[src/rtl/op_pkg.sv]
// ============================================================================
// Module      : op_pkg
// Description : Shared definitions for the operand packer and the two-lane
//               adder pipeline wrapper. It provides the operand width, the lane
//               count, the slot index type and the operand bundle layout.
// Revision    : 1.0 - initial release
// ============================================================================
`default_nettype none

package op_pkg;

  localparam int OP_W  = 10;
  localparam int LANES = 4;

  // Index of the next lane to fill within a group (0..LANES-1)
  typedef logic [1:0] slot_t;

  // Slot holding the final word of a group. That word bypasses storage.
  localparam slot_t LAST_SLOT = 2'd3;

  // One operand bundle, in the order the adder consumes it
  typedef struct packed {
    logic [OP_W-1:0] a0;
    logic [OP_W-1:0] b0;
    logic [OP_W-1:0] a1;
    logic [OP_W-1:0] b1;
  } op_bundle_t;

endpackage : op_pkg

`default_nettype wire

[src/rtl/op_hold_reg.sv]
// ============================================================================
// Module      : op_hold_reg
// Description : Output bundle register for the operand packer. It holds one
//               bundle behind a valid/ready handshake and resolves a new load
//               arriving in the same cycle as a delivery. It also counts the
//               delivered bundles.
// Ports       : clk, rst_n        - clock, synchronous active-low reset
//               load              - capture ld_* lanes this cycle
//               ld_a0..ld_b1      - bundle to capture
//               out_ready         - downstream accepts the held bundle
//               out_valid         - a bundle is held
//               a0, b0, a1, b1    - held bundle lanes
//               grp_cnt           - delivered-bundle count, wraps
// Revision    : 1.0 - initial release
// ============================================================================
`default_nettype none

module op_hold_reg
  import op_pkg::*;
#(
  parameter int W     = OP_W,
  parameter int CNT_W = 8
) (
  input  logic             clk,
  input  logic             rst_n,
  input  logic             load,
  input  logic [W-1:0]     ld_a0,
  input  logic [W-1:0]     ld_b0,
  input  logic [W-1:0]     ld_a1,
  input  logic [W-1:0]     ld_b1,
  input  logic             out_ready,
  output logic             out_valid,
  output logic [W-1:0]     a0,
  output logic [W-1:0]     b0,
  output logic [W-1:0]     a1,
  output logic [W-1:0]     b1,
  output logic [CNT_W-1:0] grp_cnt
);

  localparam logic [CNT_W-1:0] CNT_ONE = {{(CNT_W-1){1'b0}}, 1'b1};

  logic [W-1:0]     a0_q, a0_d, b0_q, b0_d, a1_q, a1_d, b1_q, b1_d;
  logic             valid_q, valid_d;
  logic [CNT_W-1:0] cnt_q, cnt_d;
  logic             deliver;

  always_comb begin
    a0_d    = a0_q;
    b0_d    = b0_q;
    a1_d    = a1_q;
    b1_d    = b1_q;
    valid_d = valid_q;
    cnt_d   = cnt_q;
    deliver = valid_q && out_ready;

    // A load takes priority. If it coincides with a delivery, the register
    // refills and valid stays high. Data is left in place on a bare delivery.
    if (load) begin
      a0_d    = ld_a0;
      b0_d    = ld_b0;
      a1_d    = ld_a1;
      b1_d    = ld_b1;
      valid_d = 1'b1;
    end else if (deliver) begin
      valid_d = 1'b0;
    end

    if (deliver) begin
      cnt_d = cnt_q + CNT_ONE;
    end
  end

  always_ff @(posedge clk) begin
    if (!rst_n) begin
      a0_q    <= '0;
      b0_q    <= '0;
      a1_q    <= '0;
      b1_q    <= '0;
      valid_q <= 1'b0;
      cnt_q   <= '0;
    end else begin
      a0_q    <= a0_d;
      b0_q    <= b0_d;
      a1_q    <= a1_d;
      b1_q    <= b1_d;
      valid_q <= valid_d;
      cnt_q   <= cnt_d;
    end
  end

  assign out_valid = valid_q;
  assign a0        = a0_q;
  assign b0        = b0_q;
  assign a1        = a1_q;
  assign b1        = b1_q;
  assign grp_cnt   = cnt_q;

endmodule : op_hold_reg

`default_nettype wire

[src/rtl/operand_packer.sv]
// ============================================================================
// Module      : operand_packer
// Description : Serial-to-parallel front end for the two-lane adder. It
//               gathers four accepted operand words into one bundle
//               (a0, b0, a1, b1) and presents the bundle through a registered
//               valid/ready output.
// Ports       : clk, rst_n        - clock, synchronous active-low reset
//               flush             - discard the partially collected group
//               in_data/in_valid/in_ready      - serial word stream
//               a0, b0, a1, b1, out_valid/out_ready - bundle stream
//               grp_cnt           - delivered-bundle count, wraps
// Revision    : 1.0 - initial release
// ============================================================================
`default_nettype none

module operand_packer
  import op_pkg::*;
#(
  parameter int W     = OP_W,
  parameter int CNT_W = 8
) (
  input  logic             clk,
  input  logic             rst_n,
  input  logic             flush,
  input  logic [W-1:0]     in_data,
  input  logic             in_valid,
  output logic             in_ready,
  output logic [W-1:0]     a0,
  output logic [W-1:0]     b0,
  output logic [W-1:0]     a1,
  output logic [W-1:0]     b1,
  output logic             out_valid,
  input  logic             out_ready,
  output logic [CNT_W-1:0] grp_cnt
);

  slot_t        slot_q, slot_d;
  logic [W-1:0] col0_q, col0_d, col1_q, col1_d, col2_q, col2_d;
  logic         accept;
  logic         load;

  // Only the closing word of a group needs room in the output register, so
  // only slot 3 can stall, and only while an undelivered bundle is held.
  assign in_ready = !flush && ((slot_q != LAST_SLOT) || !out_valid || out_ready);

  always_comb begin
    slot_d = slot_q;
    col0_d = col0_q;
    col1_d = col1_q;
    col2_d = col2_q;
    accept = in_valid && in_ready;
    load   = accept && (slot_q == LAST_SLOT);

    if (flush) begin
      slot_d = '0;
      col0_d = '0;
      col1_d = '0;
      col2_d = '0;
    end else if (accept) begin
      case (slot_q)
        2'd0:    col0_d = in_data;
        2'd1:    col1_d = in_data;
        2'd2:    col2_d = in_data;
        default: ;  // the last word feeds the output register directly
      endcase
      slot_d = (slot_q == LAST_SLOT) ? slot_t'(0) : slot_q + 2'd1;
    end
  end

  always_ff @(posedge clk) begin
    if (!rst_n) begin
      slot_q <= '0;
      col0_q <= '0;
      col1_q <= '0;
      col2_q <= '0;
    end else begin
      slot_q <= slot_d;
      col0_q <= col0_d;
      col1_q <= col1_d;
      col2_q <= col2_d;
    end
  end

  op_hold_reg #(
    .W     (W),
    .CNT_W (CNT_W)
  ) u_hold (
    .clk       (clk),
    .rst_n     (rst_n),
    .load      (load),
    .ld_a0     (col0_q),
    .ld_b0     (col1_q),
    .ld_a1     (col2_q),
    .ld_b1     (in_data),
    .out_ready (out_ready),
    .out_valid (out_valid),
    .a0        (a0),
    .b0        (b0),
    .a1        (a1),
    .b1        (b1),
    .grp_cnt   (grp_cnt)
  );

endmodule : operand_packer

`default_nettype wire

[config.mk]
export PLATFORM = sky130hd
export DESIGN_NAME = operand_packer
export DESIGN_NICKNAME = d
export VERILOG_FILES = /design/src/rtl/op_pkg.sv /design/src/rtl/op_hold_reg.sv /design/src/rtl/operand_packer.sv
export SDC_FILE = /design/constraint.sdc
export NUM_CORES = 1
export LEC_CHECK = 0
export ABC_AREA = 1
export BUFFER_PORTS_ARGS = -buffer_cell sky130_fd_sc_hd__buf_2
export CORE_MARGIN = 3
export CORE_UTILIZATION = 45
export CTS_BUF_LIST = sky130_fd_sc_hd__clkbuf_2
export DETAILED_ROUTE_END_ITERATION = 16
export PLACE_DENSITY_LB_ADDON = 0.05
export SYNTH_ARGS = -nofsm -noshare
export SYNTH_HDL_FRONTEND = slang
export SYNTH_SLANG_ARGS = --single-unit
[constraint.sdc]
create_clock -name clk -period 1.85 [get_ports clk]
set_clock_uncertainty 0.15 [all_clocks]
set_input_delay 0.0925 -clock clk [delete_from_list [all_inputs] [get_ports clk]]
set_output_delay 0.0925 -clock clk [all_outputs]
set_load 0.05 [all_outputs]
Word-level counts from Yosys, hierarchy flattened
Cells that the tools add are included.
Storage, ports and cells
  word-level logic and storage cells: 34
  output and inout port bits: 50
  bits of input ports: 15
  flip-flop bits (word level): 81
Cells by class
  bitwise logic cells: 1
  add/subtract/negate cells: 2
  reductions and logical operators: 14
  mux-type cells: 3
  eq/ne operators: 4
Operator list (number)
  8-bit by 1-bit adder with 8-bit output (second input constant): 1
  2-bit AND reduction: 3
  2-bit == test (second input constant): 2
  1-bit logical AND: 4
  2-bit by 1-bit adder with 2-bit output (second input constant): 1
  2-bit by 1-bit == test with 1-bit output (second input constant): 1
  1-bit zero test: 2
  2-bit zero test: 1
  1-bit logical OR: 2
  1-bit two-way mux: 2
  2-bit two-way mux: 1
  2-bit inequality test (second input constant): 1
  2-bit nonzero test: 1
  2-bit OR reduction: 1
  1-bit NOT: 1

Logic depth before layout (Yosys ltp)
Gate-level depths: netlist of the first run.
  depth after elaboration: 7
  gate-level depth with buffers: 7
  gate-level depth less buffers: 7

Modules after synthesis
A second synthesis of the first run with hierarchy kept.
Unflattened totals
  cell total of the unflattened synthesis: 456
  area, all modules: 3316.9 um2
Modules (own cells, without submodules)
  op_hold_reg: instances 1, seq. area each 980.9 um2, area an instance 1803.0 um2, cells an instance 238
  operand_packer: instances 1, seq. area each 640.6 um2, area an instance 1514.0 um2, cells an instance 218

Worst setup path after synthesis of the first run
Ideal clock, no wire load.
  path kind: reg-to-output
  start: reg u_hold.valid_q (netlist: u_hold.out_valid)
  end: out in_ready
  arrival: 1.467 ns
  cell stages (with the launch flop): 2
  required time: 1.607 ns
  setup slack: 0.140 ns
  buffers on the path: 0
  path through: dfxtp_1 -> a31oi_1
Between the ends
  cells in the longest elaborated chain, start to end: 4
RTL lines
  from (decl): RTL line op_hold_reg.sv:43  | logic valid_q, valid_d;
  from (signal assigned): RTL line op_hold_reg.sv:86  | valid_q <= valid_d;
  1-bit zero test: RTL line operand_packer.sv:44  | assign in_ready = !flush && ((slot_q != LAST_SLOT) || !out_valid || out_ready);
  1-bit logical OR (2 in a row): RTL line operand_packer.sv:44
  1-bit logical AND: RTL line operand_packer.sv:44
  to (decl): RTL line operand_packer.sv:27  | output logic in_ready,
No other way between the ends.

Final worst setup path of the first run
  start: reg slot_q[0]
  end: out in_ready
Between the ends
  cells in the longest elaborated chain, start to end: 4
RTL lines
  from (decl): RTL line operand_packer.sv:37  | slot_t slot_q, slot_d;
  from (signal assigned): RTL line operand_packer.sv:77  | slot_q <= slot_d;
  2-bit inequality test: RTL line operand_packer.sv:44
  1-bit logical OR (2 in a row): RTL line operand_packer.sv:44
  1-bit logical AND: RTL line operand_packer.sv:44
No other way between the ends.

==> impl_metrics.env, run 1 <==
export IMPL_post_route_min_period_ps=1720
export IMPL_cts_num_sinks=81
export IMPL_grt_max_degree=41
export IMPL_cts_setup_buffers=0
export IMPL_ys_types=22
export IMPL_drt_initial_drc_count=121
export IMPL_die_area_mm2=0.00824
export IMPL_dp_cells=591
export IMPL_die_h_um=90.8
export IMPL_p_leak_nw=1.83
export IMPL_htree_levels=3
export IMPL_finalPower_mw=3.09
export IMPL_vias=2864
export IMPL_slew_headroom=0.711
export IMPL_antenna_found_initial=0
export IMPL_synth_edf_count=0
export IMPL_fin_cells=620
export IMPL_syn_inst=444
export IMPL_rsz0062_at_grt="no"
export IMPL_drv_cap=0
export IMPL_yosysWarnings=0
export IMPL_dpl_cell_area_mm2=0.00359
export IMPL_tns_ps=0
export IMPL_synthToLayoutAreaGrowth_pct=20.2
export IMPL_worstMarginPinSlew_ps=433
export IMPL_worstSetupStartpointType="flop"
export IMPL_cp_max_fo=4
export IMPL_grt_pass1_vias=2559
export IMPL_cp_required_ps=1610
export IMPL_finalSetupViolCount=0
export IMPL_synth_area_leaders="dfxtp_1 50%, nand2_1 17%, nor2_1 8.8%, a21oi_1 6.2%, inv_1 5.2%"
export IMPL_synth_area_leader_cell="dfxtp_1"
export IMPL_route_detailed_drc=0
export IMPL_wire_per_inst_um=11.7
export IMPL_critPathArrivalTime_ps=1480
export IMPL_rows=30
export IMPL_status="complete, no violations"
export IMPL_power_density_mw_per_mm2=795
export IMPL_drive_above_1_share=0.181
export IMPL_async_flop_share=0
export IMPL_yosys_register_bits=81
export IMPL_grt_usage=0.186
export IMPL_fmax_ghz=0.580
export IMPL_syn_nets=464
export IMPL_start_util=0.471
export IMPL_dp_hpwl_um=4900
export IMPL_crit_type="flop to output pin"
export IMPL_final_area_mm2=0.00389
export IMPL_synth_flop_cell="dfxtp_1"
export IMPL_viasPerCell=4.62
export IMPL_drt_total_wl_um=7260
export IMPL_portBuffers=64
export IMPL_cts_tree="yes"
export IMPL_coreArea_mm2=0.00687
export IMPL_end_kind="output pin"
export IMPL_final_hold_viol_count=0
export IMPL_grt_ovfl_total=0
export IMPL_final_util=0.566
export IMPL_fin_ws_ps=127
export IMPL_n_antenna_cell=0
export IMPL_grt_pass1_wl_um=12300
export IMPL_numCtsBuffers=9
export IMPL_avgSynthCellArea_um2=7.29
export IMPL_dr_pass1_iters=4
export IMPL_peakVddDrop_mv=0.501
export IMPL_die_w_um=90.8
export IMPL_pre_cts_slack_ps=222
export IMPL_root_buffer="clkbuf_2"
export IMPL_yosys_area_top_type_share=0.501
export IMPL_fin_crit_sh=0.931
export IMPL_clk_insertion_delay_late_ps=500
export IMPL_cts_buffer_depth=2
export IMPL_gp_congestion=0.752
export IMPL_finalNetCount=540
export IMPL_drv_slew=0
export IMPL_whs_ps=242
export IMPL_synth_seq_area_share=0.501
export IMPL_clkTransAtPathRegs_ps=220
export IMPL_synth_area_mm2=0.00324
export IMPL_fillers=711
export IMPL_holdCritPathClass="input port to flop"
export IMPL_ios=65
export IMPL_antenna_left=0
## cell usage in the layout (no fill, tap or decap)
master         synthesis  layout
dlygate4sd3_1          0      14
nor3_1                 1       1
clkbuf_2               0       9
ha_2                   0       1
buf_4                  2       8
ha_1                   5       4
nor2_1                76      76
buf_2                  8      63
nand3_1                5       5
dfxtp_2                0       1
clkinv_4               0       1
inv_1                 45      45
nor2_8                 1       1
clkinv_1               0       1
nand2_1              150     150
inv_4                  1       1
inv_2                  2       2
nand4_4                1       1
o21a_1                 1       1
a21oi_1               40      40
a31oi_1                1       1
dfxtp_1               81      80
o21ai_0                3       3
a21oi_2                3       3
clkinv_2               0       1
nand4_1                3       3
bufinv_16              0       3
o21bai_1               5       5
## layout make-up
cell class	instances	area, um^2	share of cell area
inverter	48	183	0.0470
sequential	81	1620	0.417
clock inverter	6	108	0.0277
multi-input combinational	295	1300	0.333
timing repair buffer	85	515	0.133
tap	96	120	0.0309
clock buffer	9	45.0	0.0116
## path summary, 6_finish.rpt
kind	cells after the start	startpoint	to	slack [ps]
worst min-delay path	4	in_data[8]	col0_q[8]	240
worst min register to register	2	col2_q[2]	u_hold.a1[2]	310
worst max register to register	5	slot_q[1]	u_hold.a1[9]	260
worst max-delay path	3	slot_q[0]	in_ready	130
## state kept, by name, summed over array words and instances (netlist names)
name,flops
col0_q,10
col1_q,10
col2_q,10
slot_q,2
u_hold.a0,10
u_hold.a1,10
u_hold.b0,10
u_hold.b1,10
u_hold.grp_cnt,8
u_hold.out_valid,1
## what timing repair did
item,4_1_cts,5_1_grt
gates resized for setup,1,2
cloned,0,0
setup endpoints to repair,1,1
endpoints found under the hold margin,64,0
hold buffers,14,0
## cell usage after synthesis, types with 3 or more instances
cell type and count:
buf_6 6, a21oi_1 40, nand4_1 3, o21ai_0 3, a21oi_2 3, nand3_1 5
nand2_1 150, ha_1 5, dfxtp_1 81, inv_1 45, buf_2 8, o21bai_1 5
nor2_1 76, clkbuf_1 4
## metal layers
layer	GRT usage	routed length, um	vias to the layer above
met2	0.304	3430	57
met3	0.0517	338	4
li1	-	-	1492
met1	0.245	3450	1311
met5	0	0	-
met4	0.0415	40	0
## kinds of logic after synthesis
family	synth area share
buf+inv	0.0990
simple gates	0.290
flops	0.501
fa+ha+maj	0.0193
compound gates	0.0905
## power by group
part	internal, mW	switching, mW
clock	0.571	0.586
combinational	0.0608	0.107
sequential	1.76	0.00648
total	2.39	0.700
## worst max-delay path: stages, from the launching register on
cell and delay [ps]:
dfxtp_2 380, ha_2 210, a31oi_1 180, buf_4 220
No activity file was read; power rests on OpenSTA's default activity.
==> run 2: changes to the inputs <==
--- a/config.mk
+++ b/config.mk
@@ -12,6 +12,7 @@
 export CTS_BUF_LIST = sky130_fd_sc_hd__clkbuf_2
 export DETAILED_ROUTE_END_ITERATION = 16
 export PLACE_DENSITY_LB_ADDON = 0.05
+export RECOVER_POWER = 25
 export SYNTH_ARGS = -nofsm -noshare
 export SYNTH_HDL_FRONTEND = slang
 export SYNTH_SLANG_ARGS = --single-unit
==> run 2 against run 1 <==
Compared with the run above:
- utilization shrank 0.46 points
- largest power group unchanged
- maximum frequency hardly changed
- sequential share of layout area is 0.34 points higher
- sequential power barely moved
- flip-flop and latch count did not move
- cell count unchanged
- non-clock buffer count stayed put
- wire length down 0.12%
- register-to-register slack barely moved
==> impl_metrics.env, run 2 (same netlist as run 1, synthesis figures left out) <==
export IMPL_wl_met3_um=317
export IMPL_finalSetupViolCount=0
export IMPL_slew_headroom=0.594
export IMPL_rows=30
export IMPL_dp_hpwl_um=4900
export IMPL_start_util=0.471
export IMPL_ios=65
export IMPL_critPathArrivalTime_ps=1480
export IMPL_die_h_um=90.8
export IMPL_holdCritPathClass="input port to flop"
export IMPL_status="complete, no violations"
export IMPL_final_util=0.562
export IMPL_cts_buffer_depth=2
export IMPL_grt_pass1_wl_um=12300
export IMPL_route_detailed_drc=0
export IMPL_wire_per_inst_um=11.7
export IMPL_pre_cts_slack_ps=222
export IMPL_vias=2849
export IMPL_cp_cell_sequence="ha_2 -> a31oi_1 -> buf_4"
export IMPL_coreArea_mm2=0.00687
export IMPL_drive_above_1_share=0.134
export IMPL_dr_pass1_iters=4
export IMPL_layout_common_cells="150 x nand2_1, 80 x dfxtp_1, 76 x nor2_1"
export IMPL_grt_max_degree=41
export IMPL_numCtsBuffers=9
export IMPL_cts_setup_buffers=0
export IMPL_top_layer="met4"
export IMPL_final_hold_viol_count=0
export IMPL_drt_initial_drc_count=118
export IMPL_drt_total_wl_um=7250
export IMPL_worstSetupStartpointType="flop"
export IMPL_fin_crit_sh=0.931
export IMPL_drv_cap=0
export IMPL_gp_congestion=0.752
export IMPL_r2r_slack_ps=260
export IMPL_cts_num_sinks=81
export IMPL_clk_insertion_delay_late_ps=500
export IMPL_viasPerCell=4.60
export IMPL_met2WireLength_um=3410
export IMPL_grt_pass1_vias=2559
export IMPL_antenna_left=0
export IMPL_antenna_found_initial=0
export IMPL_root_buffer="clkbuf_2"
export IMPL_grt_ovfl_total=0
export IMPL_rsz0062_at_grt="no"
export IMPL_power_density_mw_per_mm2=801
export IMPL_peakVddDrop_mv=0.501
export IMPL_wl_met1_um=3470
export IMPL_fmax_ghz=0.580
export IMPL_clkTransAtPathRegs_ps=220
export IMPL_p_leak_nw=1.72
export IMPL_drv_slew=0
export IMPL_portBuffers=64
export IMPL_dpl_cell_area_mm2=0.00359
export IMPL_cp_required_ps=1610
export IMPL_cts_tree="yes"
export IMPL_tns_ps=0
export IMPL_cp_max_fo=4
export IMPL_grt_usage=0.186
export IMPL_crit_type="flop to output pin"
export IMPL_final_area_mm2=0.00386
export IMPL_end_kind="output pin"
export IMPL_slowest_stage="dfxtp_2"
export IMPL_die_w_um=90.8
export IMPL_synthToLayoutAreaGrowth_pct=19.3
export IMPL_fin_ws_ps=127
export IMPL_htree_levels=3
export IMPL_post_route_min_period_ps=1720
export IMPL_die_area_mm2=0.00824
export IMPL_worstMarginPinSlew_ps=612
export IMPL_layout_commonest_cell="nand2_1"
export IMPL_n_antenna_cell=0
export IMPL_worst_path_largest_cell_delay_ps=380
export IMPL_finalNetCount=540
==> run 2: final timing paths <==
check	start	endpoint	depth (start not counted)
worst max-delay path	slot_q[0]	in_ready	3
worst max register to register	slot_q[1]	u_hold.a1[9]	5
worst min register to register	col2_q[2]	u_hold.a1[2]	2
worst min-delay path	in_data[8]	col0_q[8]	4
==> run 2: timing repair <==
action / in CTS / in global routing
hold buffers: 14 / 0
endpoints found under the hold margin: 64 / 0
resized for setup: 1 / 2
endpoints found under the setup margin: 1 / 1
==> run 2: area by class of cell <==
cell class                 count  area, um^2
inverter                      48         183
clock inverter                 6         108
multi-input combinational    295        1300
sequential                    81        1620
tap                           96         120
fill                         727        3010
clock buffer                   9        45.0
timing repair buffer          85         484
==> run 2: report_power, final <==
group | internal (mW) | switching [mW]
clock network | 0.572 | 0.585
logic | 0.0607 | 0.107
registers | 1.76 | 0.00647
total | 2.39 | 0.698
==> run 2: worst max-delay path: cells and delay by family (launching register included) <==
family / cells / cell delay [ps]
AOI/OAI and AO/OA: 1 / 180
adders and majority gates: 1 / 210
buffers and inverters: 1 / 220
DFF: 1 / 380
==> run 2: metal layers <==
layer | vias up | track usage
met3 | 6 | 0.0517
li1 | 1492 | -
met5 | - | 0
met2 | 49 | 0.304
met4 | 0 | 0.0415
met1 | 1302 | 0.245
==> run 2: through the flow <==
step	std cells	hold WS, ps	total power [mW]
after global placement	591	247	1.94
after detailed placement	591	253	1.95
after floorplan	444	63.0	1.88
after global routing	620	237	3.21
final	620	241	3.09
after CTS	620	208	3.13
==> run 3: changes to the inputs <==
--- a/config.mk
+++ b/config.mk
@@ -7,8 +7,10 @@
 export LEC_CHECK = 0
 export ABC_AREA = 1
 export BUFFER_PORTS_ARGS = -buffer_cell sky130_fd_sc_hd__buf_2
+export CELL_PAD_IN_SITES_DETAIL_PLACEMENT = 0
+export CELL_PAD_IN_SITES_GLOBAL_PLACEMENT = 1
 export CORE_MARGIN = 3
-export CORE_UTILIZATION = 45
+export CORE_UTILIZATION = 40
 export CTS_BUF_LIST = sky130_fd_sc_hd__clkbuf_2
 export DETAILED_ROUTE_END_ITERATION = 16
 export PLACE_DENSITY_LB_ADDON = 0.05
==> run 3 against run 2 <==
Compared with the run above:
- worst hold slack better by 20 ps
- cell count up 1.1%
- utilization down 6.6 points
- global-route usage down 0.75 points
- critical path depth unchanged
- via count down 1.5%
- cell area up 0.39%
- count of clock-buffer cells in the layout up 2
- first-iteration DRC count down 33%
- power down 4.5%
==> impl_metrics.env, run 3 (same netlist as run 1, synthesis figures left out) <==
export IMPL_hold_start="in_data[9]"
export IMPL_dr_pass1_iters=4
export IMPL_drv_cap=0
export IMPL_critical_path_buf_inv_count=1
export IMPL_seqPwrFrac=0.598
export IMPL_clkPwrFrac=0.344
export IMPL_whs_ps=261
export IMPL_worst_path_largest_cell_delay_ps=370
export IMPL_grt_pass1_wl_um=12400
export IMPL_die_area_mm2=0.00920
export IMPL_cp_cell_sequence="ha_2 -> a31oi_1 -> buf_4"
export IMPL_peakVddDrop_mv=0.291
export IMPL_viasPerCell=4.47
export IMPL_wire_per_inst_um=12.1
export IMPL_power_frac_comb=0.058
export IMPL_wl_met1_um=3750
export IMPL_top_layer="met4"
export IMPL_r2r_start="slot_q[1]"
export IMPL_route_detailed_drc=0
export IMPL_multi_input_area_mm2=0.00130
export IMPL_ios=65
export IMPL_dp_cells=597
export IMPL_numCtsBuffers=9
export IMPL_end_kind="output pin"
export IMPL_critPathArrivalTime_ps=1490
export IMPL_synthToLayoutAreaGrowth_pct=19.7
export IMPL_crit_family="flip-flops"
export IMPL_drt_total_wl_um=7600
export IMPL_status="complete, no violations"
export IMPL_grt_ovfl_total=0
export IMPL_finalNetCount=541
export IMPL_root_buffer="clkbuf_2"
export IMPL_met2WireLength_um=3450
export IMPL_htree_levels=3
export IMPL_layout_common_cells="150 x nand2_1, 80 x dfxtp_1, 76 x nor2_1"
export IMPL_die_h_um=95.9
export IMPL_p_leak_nw=1.82
export IMPL_finalPower_mw=2.95
export IMPL_p_int_mw=2.27
export IMPL_cts_tree="yes"
export IMPL_drv_slew=0
export IMPL_grt_max_degree=43
export IMPL_grt_pass1_vias=2552
export IMPL_power_density_mw_per_mm2=762
export IMPL_rsz0062_at_grt="no"
export IMPL_drt_initial_drc_count=79
export IMPL_antenna_left=0
export IMPL_fillers=834
export IMPL_seqCellArea_mm2=0.00162
export IMPL_antenna_found_initial=0
export IMPL_start_util=0.414
export IMPL_n_antenna_cell=0
export IMPL_fmax_ghz=0.578
export IMPL_worstMarginPinSlew_ps=594
export IMPL_fin_cells=627
export IMPL_finalSetupViolCount=0
export IMPL_cp_required_ps=1610
export IMPL_cts_num_sinks=81
export IMPL_drive_above_1_share=0.179
export IMPL_vias=2805
export IMPL_p_sw_frac=0.232
export IMPL_crit_type="flop to output pin"
export IMPL_slew_headroom=0.606
export IMPL_final_area_mm2=0.00387
export IMPL_clkTransAtPathRegs_ps=210
export IMPL_slowest_stage="dfxtp_2"
export IMPL_holdCritPathClass="input port to flop"
export IMPL_dp_hpwl_um=5040
export IMPL_grt_usage=0.178
export IMPL_cp_max_fo=4
export IMPL_cts_buffer_depth=2
export IMPL_dpl_cell_area_mm2=0.00360
export IMPL_gp_congestion=0.777
export IMPL_clk_insertion_delay_late_ps=500
export IMPL_wl_met3_um=286
export IMPL_final_hold_viol_count=0
export IMPL_die_w_um=95.9
export IMPL_fin_crit_sh=0.936
export IMPL_rows=32
export IMPL_p_sw_mw=0.684
export IMPL_portBuffers=64
export IMPL_tns_ps=0
export IMPL_worstSetupStartpointType="flop"
export IMPL_coreArea_mm2=0.00781
export IMPL_crit_path_start="slot_q[0]"
export IMPL_post_route_min_period_ps=1730
export IMPL_layout_commonest_cell="nand2_1"
## run 3: changes by cell type in the layout (fill, tap and decap cells not counted), sizes merged
cell / before / now
bufinv: 3 / 2
clkinv: 3 / 2
buf: 46 / 70
clkbuf: 34 / 13
## run 3: what timing repair did
action                                 4_1_cts  5_1_grt
resized for setup                            3        0
hold buffers                                14        0
setup buffers                                0        1
setup endpoints to repair                    1        1
endpoints found under the hold margin       67        0
## run 3: per-layer routing
layer	vias to the layer above	GRT usage
met5	-	0
met4	0	0.0782
met3	11	0.0328
met2	49	0.288
met1	1244	0.232
li1	1501	-
## run 3: cell type report
type | count | area share
tap | 102 | 0.0329
inverter | 48 | 0.0472
timing repair buffer | 86 | 0.134
clock inverter | 4 | 0.0178
clock buffer | 11 | 0.0142
multi-input combinational | 295 | 0.335
sequential | 81 | 0.419
## run 3: worst reg2reg max path, delay by kind of cell (launching register included)
family | cells | cell delay [ps]
AOI/OAI and AO/OA | 1 | 130
adders and majority gates | 1 | 240
buffers and inverters | 1 | 330
DFF | 1 | 400
and+or+nand+nor | 2 | 280
## run 3: path summary, 6_finish.rpt
kind / slack, ps / to / cells after the start
worst min register to register: 320 / u_hold.a1[2] / 2
worst max-delay path: 120 / in_ready / 3
worst min-delay path: 260 / col0_q[9] / 4
worst max register to register: 280 / u_hold.a0[2] / 5
## run 3: per-stage QoR
stage	utilization	worst slack [ps]
5_1_grt	0.496	2.90
3_3_place_gp	0.461	264
6_report	0.496	118
3_5_place_dp	0.461	237
4_1_cts	0.496	29.4
2_1_floorplan	-	140
## run 3: power by group through the flow
stage                     registers (mW)  clock network (mW)  logic, mW
after detailed placement            1.80                   0      0.147
after global placement              1.80                   0      0.146
after floorplan                     1.80                   0     0.0830
after CTS                           1.77                1.06      0.171
final                               1.77                1.02      0.170
after global routing                1.77                1.13      0.192
